<file path="src/rtl/calc_key_sequencer_if.sv">
// Keypad token channel between the keypad scanner and the calculator key sequencer.
// The master drives tokens and the slave returns key_ready.
interface calc_key_sequencer_if;
    logic       key_valid;
    logic [4:0] key_code;
    logic       key_ready;

    modport master (output key_valid, output key_code, input key_ready);
    modport slave  (input key_valid, input key_code, output key_ready);
endinterface

</file>
<file path="src/rtl/calc_key_sequencer.sv">
// Keypad-to-ALU control stage: builds decimal operands, runs a one-cycle ALU execute and latches the result.
// Optional macro CALC_CHAIN_EN: an operator typed while entering B executes and chains into the next operation.
module calc_key_sequencer #(
    parameter int WIDTH      = 8,
    parameter int MAX_DIGITS = 3
) (
    input  logic                 clk,
    input  logic                 rst,
    calc_key_sequencer_if.slave  key_if,
    output logic [WIDTH-1:0]     alu_a,
    output logic [WIDTH-1:0]     alu_b,
    output logic [2:0]           alu_op,
    input  logic [WIDTH-1:0]     alu_result,
    input  logic                 alu_zero,
    output logic [WIDTH-1:0]     disp_val,
    output logic                 zero_flag,
    output logic                 err,
    output logic                 done
);

    localparam int CW = $clog2(MAX_DIGITS + 1);
    localparam int EW = WIDTH + 4;

    typedef enum logic [2:0] {
        S_ENTER_A = 3'd0,
        S_OP_WAIT = 3'd1,
        S_ENTER_B = 3'd2,
        S_EXEC    = 3'd3,
        S_RESULT  = 3'd4,
        S_ERROR   = 3'd5
    } state_t;

    state_t           state_q, state_d;
    logic [WIDTH-1:0] a_q, a_d, b_q, b_d, acc_q, acc_d;
    logic [2:0]       op_q, op_d;
    logic [CW-1:0]    cnt_a_q, cnt_a_d, cnt_b_q, cnt_b_d;
    logic [WIDTH-1:0] alu_a_q, alu_a_d, alu_b_q, alu_b_d, disp_q, disp_d;
    logic [2:0]       alu_op_q, alu_op_d;
    logic             zf_q, zf_d, err_q, err_d, done_q, done_d, ready_q, ready_d;
`ifdef CALC_CHAIN_EN
    logic [2:0]       pend_op_q, pend_op_d;
    logic             chain_q, chain_d;
`endif

    logic             accept_s, is_digit_s, is_op_s, is_eq_s, is_clr_s;
    logic [EW-1:0]    a_app_s, b_app_s;
    logic             a_full_s, b_full_s;

    // operand*10 + digit, widened so the overflow test sees the true value
    function automatic logic [EW-1:0] append_digit(input logic [WIDTH-1:0] v, input logic [3:0] d);
        logic [EW-1:0] v_ext;
        v_ext = {4'd0, v};
        return (v_ext << 3) + (v_ext << 1) + {{(EW-4){1'b0}}, d};
    endfunction

    function automatic logic overflows(input logic [EW-1:0] v);
        return (v[EW-1:WIDTH] != 4'd0);
    endfunction

    assign accept_s   = key_if.key_valid && ready_q;
    assign is_digit_s = (key_if.key_code <= 5'd9);
    assign is_op_s    = (key_if.key_code[4:3] == 2'b10);
    assign is_eq_s    = (key_if.key_code == 5'h18);
    assign is_clr_s   = (key_if.key_code == 5'h19);
    assign a_app_s    = append_digit(a_q, key_if.key_code[3:0]);
    assign b_app_s    = append_digit(b_q, key_if.key_code[3:0]);
    assign a_full_s   = (cnt_a_q == CW'(MAX_DIGITS));
    assign b_full_s   = (cnt_b_q == CW'(MAX_DIGITS));

    // Next-state and next-output computation
    always_comb begin
        state_d  = state_q;
        a_d      = a_q;
        b_d      = b_q;
        acc_d    = acc_q;
        op_d     = op_q;
        cnt_a_d  = cnt_a_q;
        cnt_b_d  = cnt_b_q;
        zf_d     = zf_q;
        done_d   = 1'b0;
        alu_a_d  = alu_a_q;
        alu_b_d  = alu_b_q;
        alu_op_d = alu_op_q;
        disp_d   = disp_q;
`ifdef CALC_CHAIN_EN
        pend_op_d = pend_op_q;
        chain_d   = chain_q;
`endif
        if (accept_s && is_clr_s) begin
            state_d  = S_ENTER_A;
            a_d      = '0;
            b_d      = '0;
            acc_d    = '0;
            op_d     = 3'd0;
            cnt_a_d  = '0;
            cnt_b_d  = '0;
            zf_d     = 1'b0;
            alu_a_d  = '0;
            alu_b_d  = '0;
            alu_op_d = 3'd0;
`ifdef CALC_CHAIN_EN
            pend_op_d = 3'd0;
            chain_d   = 1'b0;
`endif
        end else begin
            case (state_q)
                S_ENTER_A: begin
                    if (accept_s && is_digit_s && !a_full_s) begin
                        if (overflows(a_app_s)) begin
                            state_d = S_ERROR;
                        end else begin
                            a_d     = a_app_s[WIDTH-1:0];
                            cnt_a_d = cnt_a_q + CW'(1);
                        end
                    end else if (accept_s && is_op_s) begin
                        op_d    = key_if.key_code[2:0];
                        state_d = S_OP_WAIT;
                    end else begin
                        state_d = S_ENTER_A;
                    end
                end
                S_OP_WAIT: begin
                    if (accept_s && is_digit_s) begin
                        b_d     = {{(WIDTH-4){1'b0}}, key_if.key_code[3:0]};
                        cnt_b_d = CW'(1);
                        state_d = S_ENTER_B;
                    end else if (accept_s && is_op_s) begin
                        op_d = key_if.key_code[2:0];
                    end else begin
                        state_d = S_OP_WAIT;
                    end
                end
                S_ENTER_B: begin
                    if (accept_s && is_digit_s && !b_full_s) begin
                        if (overflows(b_app_s)) begin
                            state_d = S_ERROR;
                        end else begin
                            b_d     = b_app_s[WIDTH-1:0];
                            cnt_b_d = cnt_b_q + CW'(1);
                        end
                    end else if (accept_s && is_eq_s) begin
                        state_d = S_EXEC;
`ifdef CALC_CHAIN_EN
                    end else if (accept_s && is_op_s) begin
                        pend_op_d = key_if.key_code[2:0];
                        chain_d   = 1'b1;
                        state_d   = S_EXEC;
`endif
                    end else begin
                        state_d = S_ENTER_B;
                    end
                end
                S_EXEC: begin
                    acc_d   = alu_result;
                    zf_d    = alu_zero;
                    done_d  = 1'b1;
                    state_d = S_RESULT;
`ifdef CALC_CHAIN_EN
                    if (chain_q) begin
                        a_d     = alu_result;
                        op_d    = pend_op_q;
                        b_d     = '0;
                        cnt_b_d = '0;
                        chain_d = 1'b0;
                        state_d = S_OP_WAIT;
                    end else begin
                        chain_d = 1'b0;
                    end
`endif
                end
                S_RESULT: begin
                    if (accept_s && is_digit_s) begin
                        a_d     = {{(WIDTH-4){1'b0}}, key_if.key_code[3:0]};
                        b_d     = '0;
                        cnt_a_d = CW'(1);
                        cnt_b_d = '0;
                        state_d = S_ENTER_A;
                    end else if (accept_s && is_op_s) begin
                        a_d     = acc_q;
                        op_d    = key_if.key_code[2:0];
                        cnt_b_d = '0;
                        state_d = S_OP_WAIT;
                    end else begin
                        state_d = S_RESULT;
                    end
                end
                S_ERROR: begin
                    state_d = S_ERROR;
                end
                default: begin
                    state_d = S_ERROR;
                end
            endcase
        end

        // ALU drive is captured on entry to EXEC so it is stable for the whole cycle
        if (state_d == S_EXEC) begin
            alu_a_d  = a_d;
            alu_b_d  = b_d;
            alu_op_d = op_d;
        end else begin
            alu_op_d = alu_op_d;
        end

        case (state_d)
            S_ENTER_A, S_OP_WAIT: disp_d = a_d;
            S_ENTER_B:            disp_d = b_d;
            S_RESULT:             disp_d = acc_d;
            S_EXEC:               disp_d = disp_q;
            S_ERROR:              disp_d = '0;
            default:              disp_d = '0;
        endcase

        err_d   = (state_d == S_ERROR);
        ready_d = (state_d != S_EXEC);
    end

    // State and registered outputs, synchronous reset
    always_ff @(posedge clk) begin
        if (rst) begin
            state_q  <= S_ENTER_A;
            a_q      <= '0;
            b_q      <= '0;
            acc_q    <= '0;
            op_q     <= 3'd0;
            cnt_a_q  <= '0;
            cnt_b_q  <= '0;
            zf_q     <= 1'b0;
            err_q    <= 1'b0;
            done_q   <= 1'b0;
            ready_q  <= 1'b1;
            alu_a_q  <= '0;
            alu_b_q  <= '0;
            alu_op_q <= 3'd0;
            disp_q   <= '0;
`ifdef CALC_CHAIN_EN
            pend_op_q <= 3'd0;
            chain_q   <= 1'b0;
`endif
        end else begin
            state_q  <= state_d;
            a_q      <= a_d;
            b_q      <= b_d;
            acc_q    <= acc_d;
            op_q     <= op_d;
            cnt_a_q  <= cnt_a_d;
            cnt_b_q  <= cnt_b_d;
            zf_q     <= zf_d;
            err_q    <= err_d;
            done_q   <= done_d;
            ready_q  <= ready_d;
            alu_a_q  <= alu_a_d;
            alu_b_q  <= alu_b_d;
            alu_op_q <= alu_op_d;
            disp_q   <= disp_d;
`ifdef CALC_CHAIN_EN
            pend_op_q <= pend_op_d;
            chain_q   <= chain_d;
`endif
        end
    end

    assign key_if.key_ready = ready_q;
    assign alu_a     = alu_a_q;
    assign alu_b     = alu_b_q;
    assign alu_op    = alu_op_q;
    assign disp_val  = disp_q;
    assign zero_flag = zf_q;
    assign err       = err_q;
    assign done      = done_q;

endmodule
</file>
<file path="src/flat_wrapper.sv">
// flat-port wrapper written by rule: the top's interface ports become plain ports
module calc_key_sequencer_flat 
#(
    parameter int WIDTH      = 8,
    parameter int MAX_DIGITS = 3
)
  (clk, rst, alu_a, alu_b, alu_op, alu_result, alu_zero, disp_val, zero_flag, err, done, key_if_key_valid, key_if_key_code, key_if_key_ready);
  calc_key_sequencer_if key_if_i ();
  input  logic clk;
  input  logic rst;
  output logic [WIDTH-1:0] alu_a;
  output logic [WIDTH-1:0] alu_b;
  output logic [2:0] alu_op;
  input  logic [WIDTH-1:0] alu_result;
  input  logic alu_zero;
  output logic [WIDTH-1:0] disp_val;
  output logic zero_flag;
  output logic err;
  output logic done;
  input wire logic [$bits(key_if_i.key_valid)-1:0] key_if_key_valid;
  input wire logic [$bits(key_if_i.key_code)-1:0] key_if_key_code;
  output wire logic [$bits(key_if_i.key_ready)-1:0] key_if_key_ready;
  assign key_if_i.key_valid = key_if_key_valid;
  assign key_if_i.key_code = key_if_key_code;
  assign key_if_key_ready = key_if_i.key_ready;
  calc_key_sequencer #(.WIDTH(WIDTH), .MAX_DIGITS(MAX_DIGITS)) u_core (.clk(clk), .rst(rst), .key_if(key_if_i), .alu_a(alu_a), .alu_b(alu_b), .alu_op(alu_op), .alu_result(alu_result), .alu_zero(alu_zero), .disp_val(disp_val), .zero_flag(zero_flag), .err(err), .done(done));
endmodule
</file>
<file path="config.mk">
export PLATFORM = sky130hd
export DESIGN_NAME = calc_key_sequencer_flat
export DESIGN_NICKNAME = d
export VERILOG_FILES = /design/src/rtl/calc_key_sequencer_if.sv /design/src/rtl/calc_key_sequencer.sv /design/src/flat_wrapper.sv
export SDC_FILE = /design/constraint.sdc
export NUM_CORES = 1
export LEC_CHECK = 0
export ABC_AREA = 1
export CAP_MARGIN = 20
export CORE_MARGIN = 10
export CORE_UTILIZATION = 58
export DETAILED_ROUTE_END_ITERATION = 10
export PLACE_DENSITY = 0.86
export SLEW_MARGIN = 30
export SYNTH_ARGS = -nofsm -noshare
export SYNTH_HDL_FRONTEND = slang
export SYNTH_SLANG_ARGS = --single-unit
</file>
<file path="constraint.sdc">
create_clock -name clk -period 3.7 [get_ports clk]
set_input_delay 0.925 -clock clk [delete_from_list [all_inputs] [get_ports clk]]
set_output_delay 0.925 -clock clk [all_outputs]
set_load 0.01 [all_outputs]
</file>
==> key figures <==
Routing
  • DR iter-0 viols: ~360
  • Total vias in the final route: 4,941
  • Routed len/inst: 15.7 um
  • Final antenna-violating net count: 0
  • Drt pass-1 iters: 5
  • Total Wirelength: roughly 14,000 um
  • Via density: around 5.5
  • DRC: 0

Setup path
  • CP Data Required Time: 3.99 ns
  • Crit-path max FO: 8
  • CP max-delay cell: fa_1
  • Most used cell, CP: nand2_1
  • Crit-path cells: dlygate4sd2_1 -> inv_2 -> fa_1 -> inv_1 -> ha_1 -> nand3_1 -> nand3_1 -> nand2_1 -> nand2_1 -> nand2_1 -> nand2_1 -> nor2_1 -> nand2_1 -> a21oi_2 -> nand2_4 -> nor2_4 -> nand2_1 -> nand3_1 -> nand2_1 -> nand2_1
  • Worst setup path class: input pin to flop
  • WP data arrival: approximately 3.8 ns
  • Kind of cell adding the most delay to the critical path: simple AND/OR/NAND/NOR gates
  • Startpoint type of the worst setup path: input pin
  • Worst path max stage delay: 0.60 ns
  • CP Buf/Inv Count: 3
  • Critical Path End Type: flop

Floorplan
  • Core Region: 7770 sq um
  • Ports: 48
  • Num rows: 32
  • Die span in x: 109 um
  • Chip height: 109 um
  • Initial Util: around three fifths
  • Total die area: 12,000 sq um

Pwr
  • PwrDens: 761 nW/um^2
  • Lkg Pwr: 0.00289 uW
  • VDD IR-drop max: 0.000508 V

Placement
  • Port bufs: 47
  • Routability cong.: slightly below 1
  • Post-DP HPWL: 11,100 um
  • DP Worst Slack: -0.512 ns
  • Cell area after placement: 5450 sq um

Synthesis
  • XOR/XNOR Fraction of Synth Area: 1.51%
  • Mean area per synthesized cell: 6.60 sq um
  • Adder-cell share of the synthesized area: 10.4%
  • Seq/Total Area, Yosys: between 20% and 30%
  • Largest family of logic cells by synthesized area: simple AND/OR/NAND/NOR gates
  • Post-synthesis simple-gate area fraction: a little under two fifths
  • EDFF count, synth: 0
  • Syn Nets: 756
  • Multiplexer area fraction after synthesis: under 10%
  • Fraction of registers with async set/reset: 0%
  • Yosys reg bits: 65
  • Compound-Gate Fraction of Synth Area: 10.2%
  • Synthesis warning total: 0
  • Synth Cell Area: 4640 sq um
  • Synth cell types: between 40 and 50
  • Post-Syn Instances: 703
  • Dominant synthesized flop cell: dfxtp_1

Timing
  • Final Hold Fails: 0
  • Final Cycle Share: 94.2%
  • Sum Neg Setup Slack: 0 ns
  • Tightest Pin Transition: between 0.7 and 0.8 ns
  • Final Max Slew Viols: 0
  • Fmax achieved: 0.287 GHz
  • Worst rel slew slack: 50.6%
  • Worst setup margin: 0.214 ns
  • Final min period: 3.49 ns
  • RSZ-0062 raised after global routing: no
  • Post-route clock skew: 0.00925 ns
  • Final setup vio count: 0

Flow run
  • Max_cap viols: 0

CTS
  • Reg clk slew, reported paths: 0.07 ns
  • Cts hold-fix bufs: 0
  • Num CTS Buffers: 9
  • Clock Path Buffers: 2
  • Clk Tree Root Cell: clkbuf_8
  • CTS tree: yes
  • H-Tree Depth: 3
  • # clock sinks: 65
  • Later-pin clock latency in the skew report: 0.34 ns

Global route
  • Vias in the first global route: 4,644
  • First-pass GRT wire length: 22,800 um
  • Overflow after GRT: 0
  • GR Util All Layers: 23.9%
  • Largest net degree at the start of global routing: 24
  • Initial antenna violation count: 0

Final layout
  • Design area: 5720 sq um
  • Final nets: 838
  • Ant diodes: 0
  • Number of fill cells in the layout: 652
  • Area grow syn2layout: 23.3%
  • Fraction of layout cells with a size suffix above 1: between 10% and 20%
  • Sequential cell area: 1300 sq um
  • Multi-input gate area: 2830 sq um

Outcome
  • Run status: finished clean

Worst hold path
  • Hold crit path type: flop to flop
## worst paths after layout
kind,to,from,slack (ns),cells past startpoint
setup / recovery,u_core.disp_val[7],key_if_key_code[3],0.21,20
hold / removal,u_core.disp_val[7],u_core.disp_val[7],0.47,2
setup reg to reg,u_core.disp_val[0],u_core.b_q[2],0.53,21
hold reg to reg,u_core.disp_val[7],u_core.disp_val[7],0.47,2
## cell usage in the layout, fill, tap and decap left out, types with 2 or more instances in the layout
cell type        instances
a21oi_1                 35
nand3_4                  2
o21ai_2                  2
o211ai_1                 3
nand2_4                  4
buf_4                   44
nor2_4                   6
a31oi_1                  2
nand2_2                  3
xnor2_1                  5
inv_2                    6
clkdlybuf4s50_1         44
o221ai_1                 2
inv_1                   96
ha_1                    32
nand4_1                 25
clkbuf_8                 9
nor3_1                   2
nand2_1                193
fa_1                     3
nor2_1                  64
inv_4                    2
o21ai_0                 23
nor3_2                   2
bufinv_16                3
dfxtp_1                 65
nor2_2                   3
nand3_1                 63
nand3_2                  5
xor2_1                   3
mux2i_1                  4
o21ai_1                 10
a21oi_2                  3
## worst reg2reg max path, stage by stage, from the launching register on
cell and delay, ns:
dfxtp_1 0.42, inv_1 0.13, fa_1 0.59, inv_1 0.05
ha_1 0.28, nand2_1 0.06, nand2_1 0.09, nand3_1 0.12
nand2_1 0.06, nand2_1 0.06, nand2_1 0.08, nor2_4 0.14
buf_4 0.17, nand2_1 0.08, nand3_1 0.09, nand3_2 0.13
nand2_4 0.14, nor2_4 0.08, nand2_1 0.06, nand3_1 0.07
nand2_1 0.08, nand2_1 0.06
## cell type report
| cell class | count | share of cell area (%) |
|---|---|---|
| repair buffers | 92 | 14.3 |
| multi-input cells | 511 | 49.5 |
| clock buffers | 10 | 2.23 |
| inverters | 106 | 7.06 |
| clock inverters | 6 | 2.01 |
| well taps | 102 | 2.23 |
| flip-flops and latches | 65 | 22.7 |
## sequential cells by signal, summed over array words and instances, names as in the netlist
name,cells
u_core.alu_op,3
u_core.state_q,3
u_core.a_q,8
u_core.b_q,8
u_core.disp_val,8
u_core.cnt_b_q,2
u_core.key_if.key_ready,1
u_core.err,1
u_core.done,1
u_core.op_q,3
u_core.acc_q,8
u_core.zero_flag,1
u_core.alu_b,8
u_core.alu_a,8
u_core.cnt_a_q,2
## routing by layer
metal	part of all wire (%)	GRT usage, %
met1	44	31.5
met2	46	38.2
met5	0	0
met3	8.1	5.44
met4	1.4	6.78
## metrics by stage
stage	hold WS [ns]	total power (uW)	instances	util, %
floorplan	0.429	2640	703	-
global placement	0.442	3460	875	70.1
detailed placement	0.443	3490	875	70.1
CTS	0.464	4280	891	73.5
global route	0.484	4690	892	73.7
finish	0.465	4360	892	73.7
## cell families (layout without fill, tap and decap cells)
kind of cell | after synthesis | in the layout
muxes | 5 | 5
DFF | 65 | 65
xor gates and xnor gates | 8 | 8
AOI/OAI and AO/OA | 86 | 86
and+or+nand+nor | 376 | 376
buffers and inverters | 127 | 214
adders and majority gates | 36 | 36
## synthesized netlist by cell type, drive strengths merged, types with 5 or more instances
master / count / area, sq um
nand2: 200 / 783
ha: 32 / 400
nor2: 74 / 342
nand3: 70 / 393
nand4: 25 / 156
inv: 104 / 395
o21ai: 35 / 179
a21oi: 38 / 194
dfxtp: 65 / 1300
buf: 13 / 108
clkbuf: 8 / 30.0
xnor2: 5 / 43.8
## report_power, final
group	switching, uW	internal [uW]
clock	289	451
combinational	1580	1020
sequential	175	843
## timing repair
action	CTS	global route
buffers inserted	0	1
gates resized for setup	9	5
setup endpoints to repair	33	14
pin swaps	2	3
Note: power is estimated with default switching activity, not from simulation.
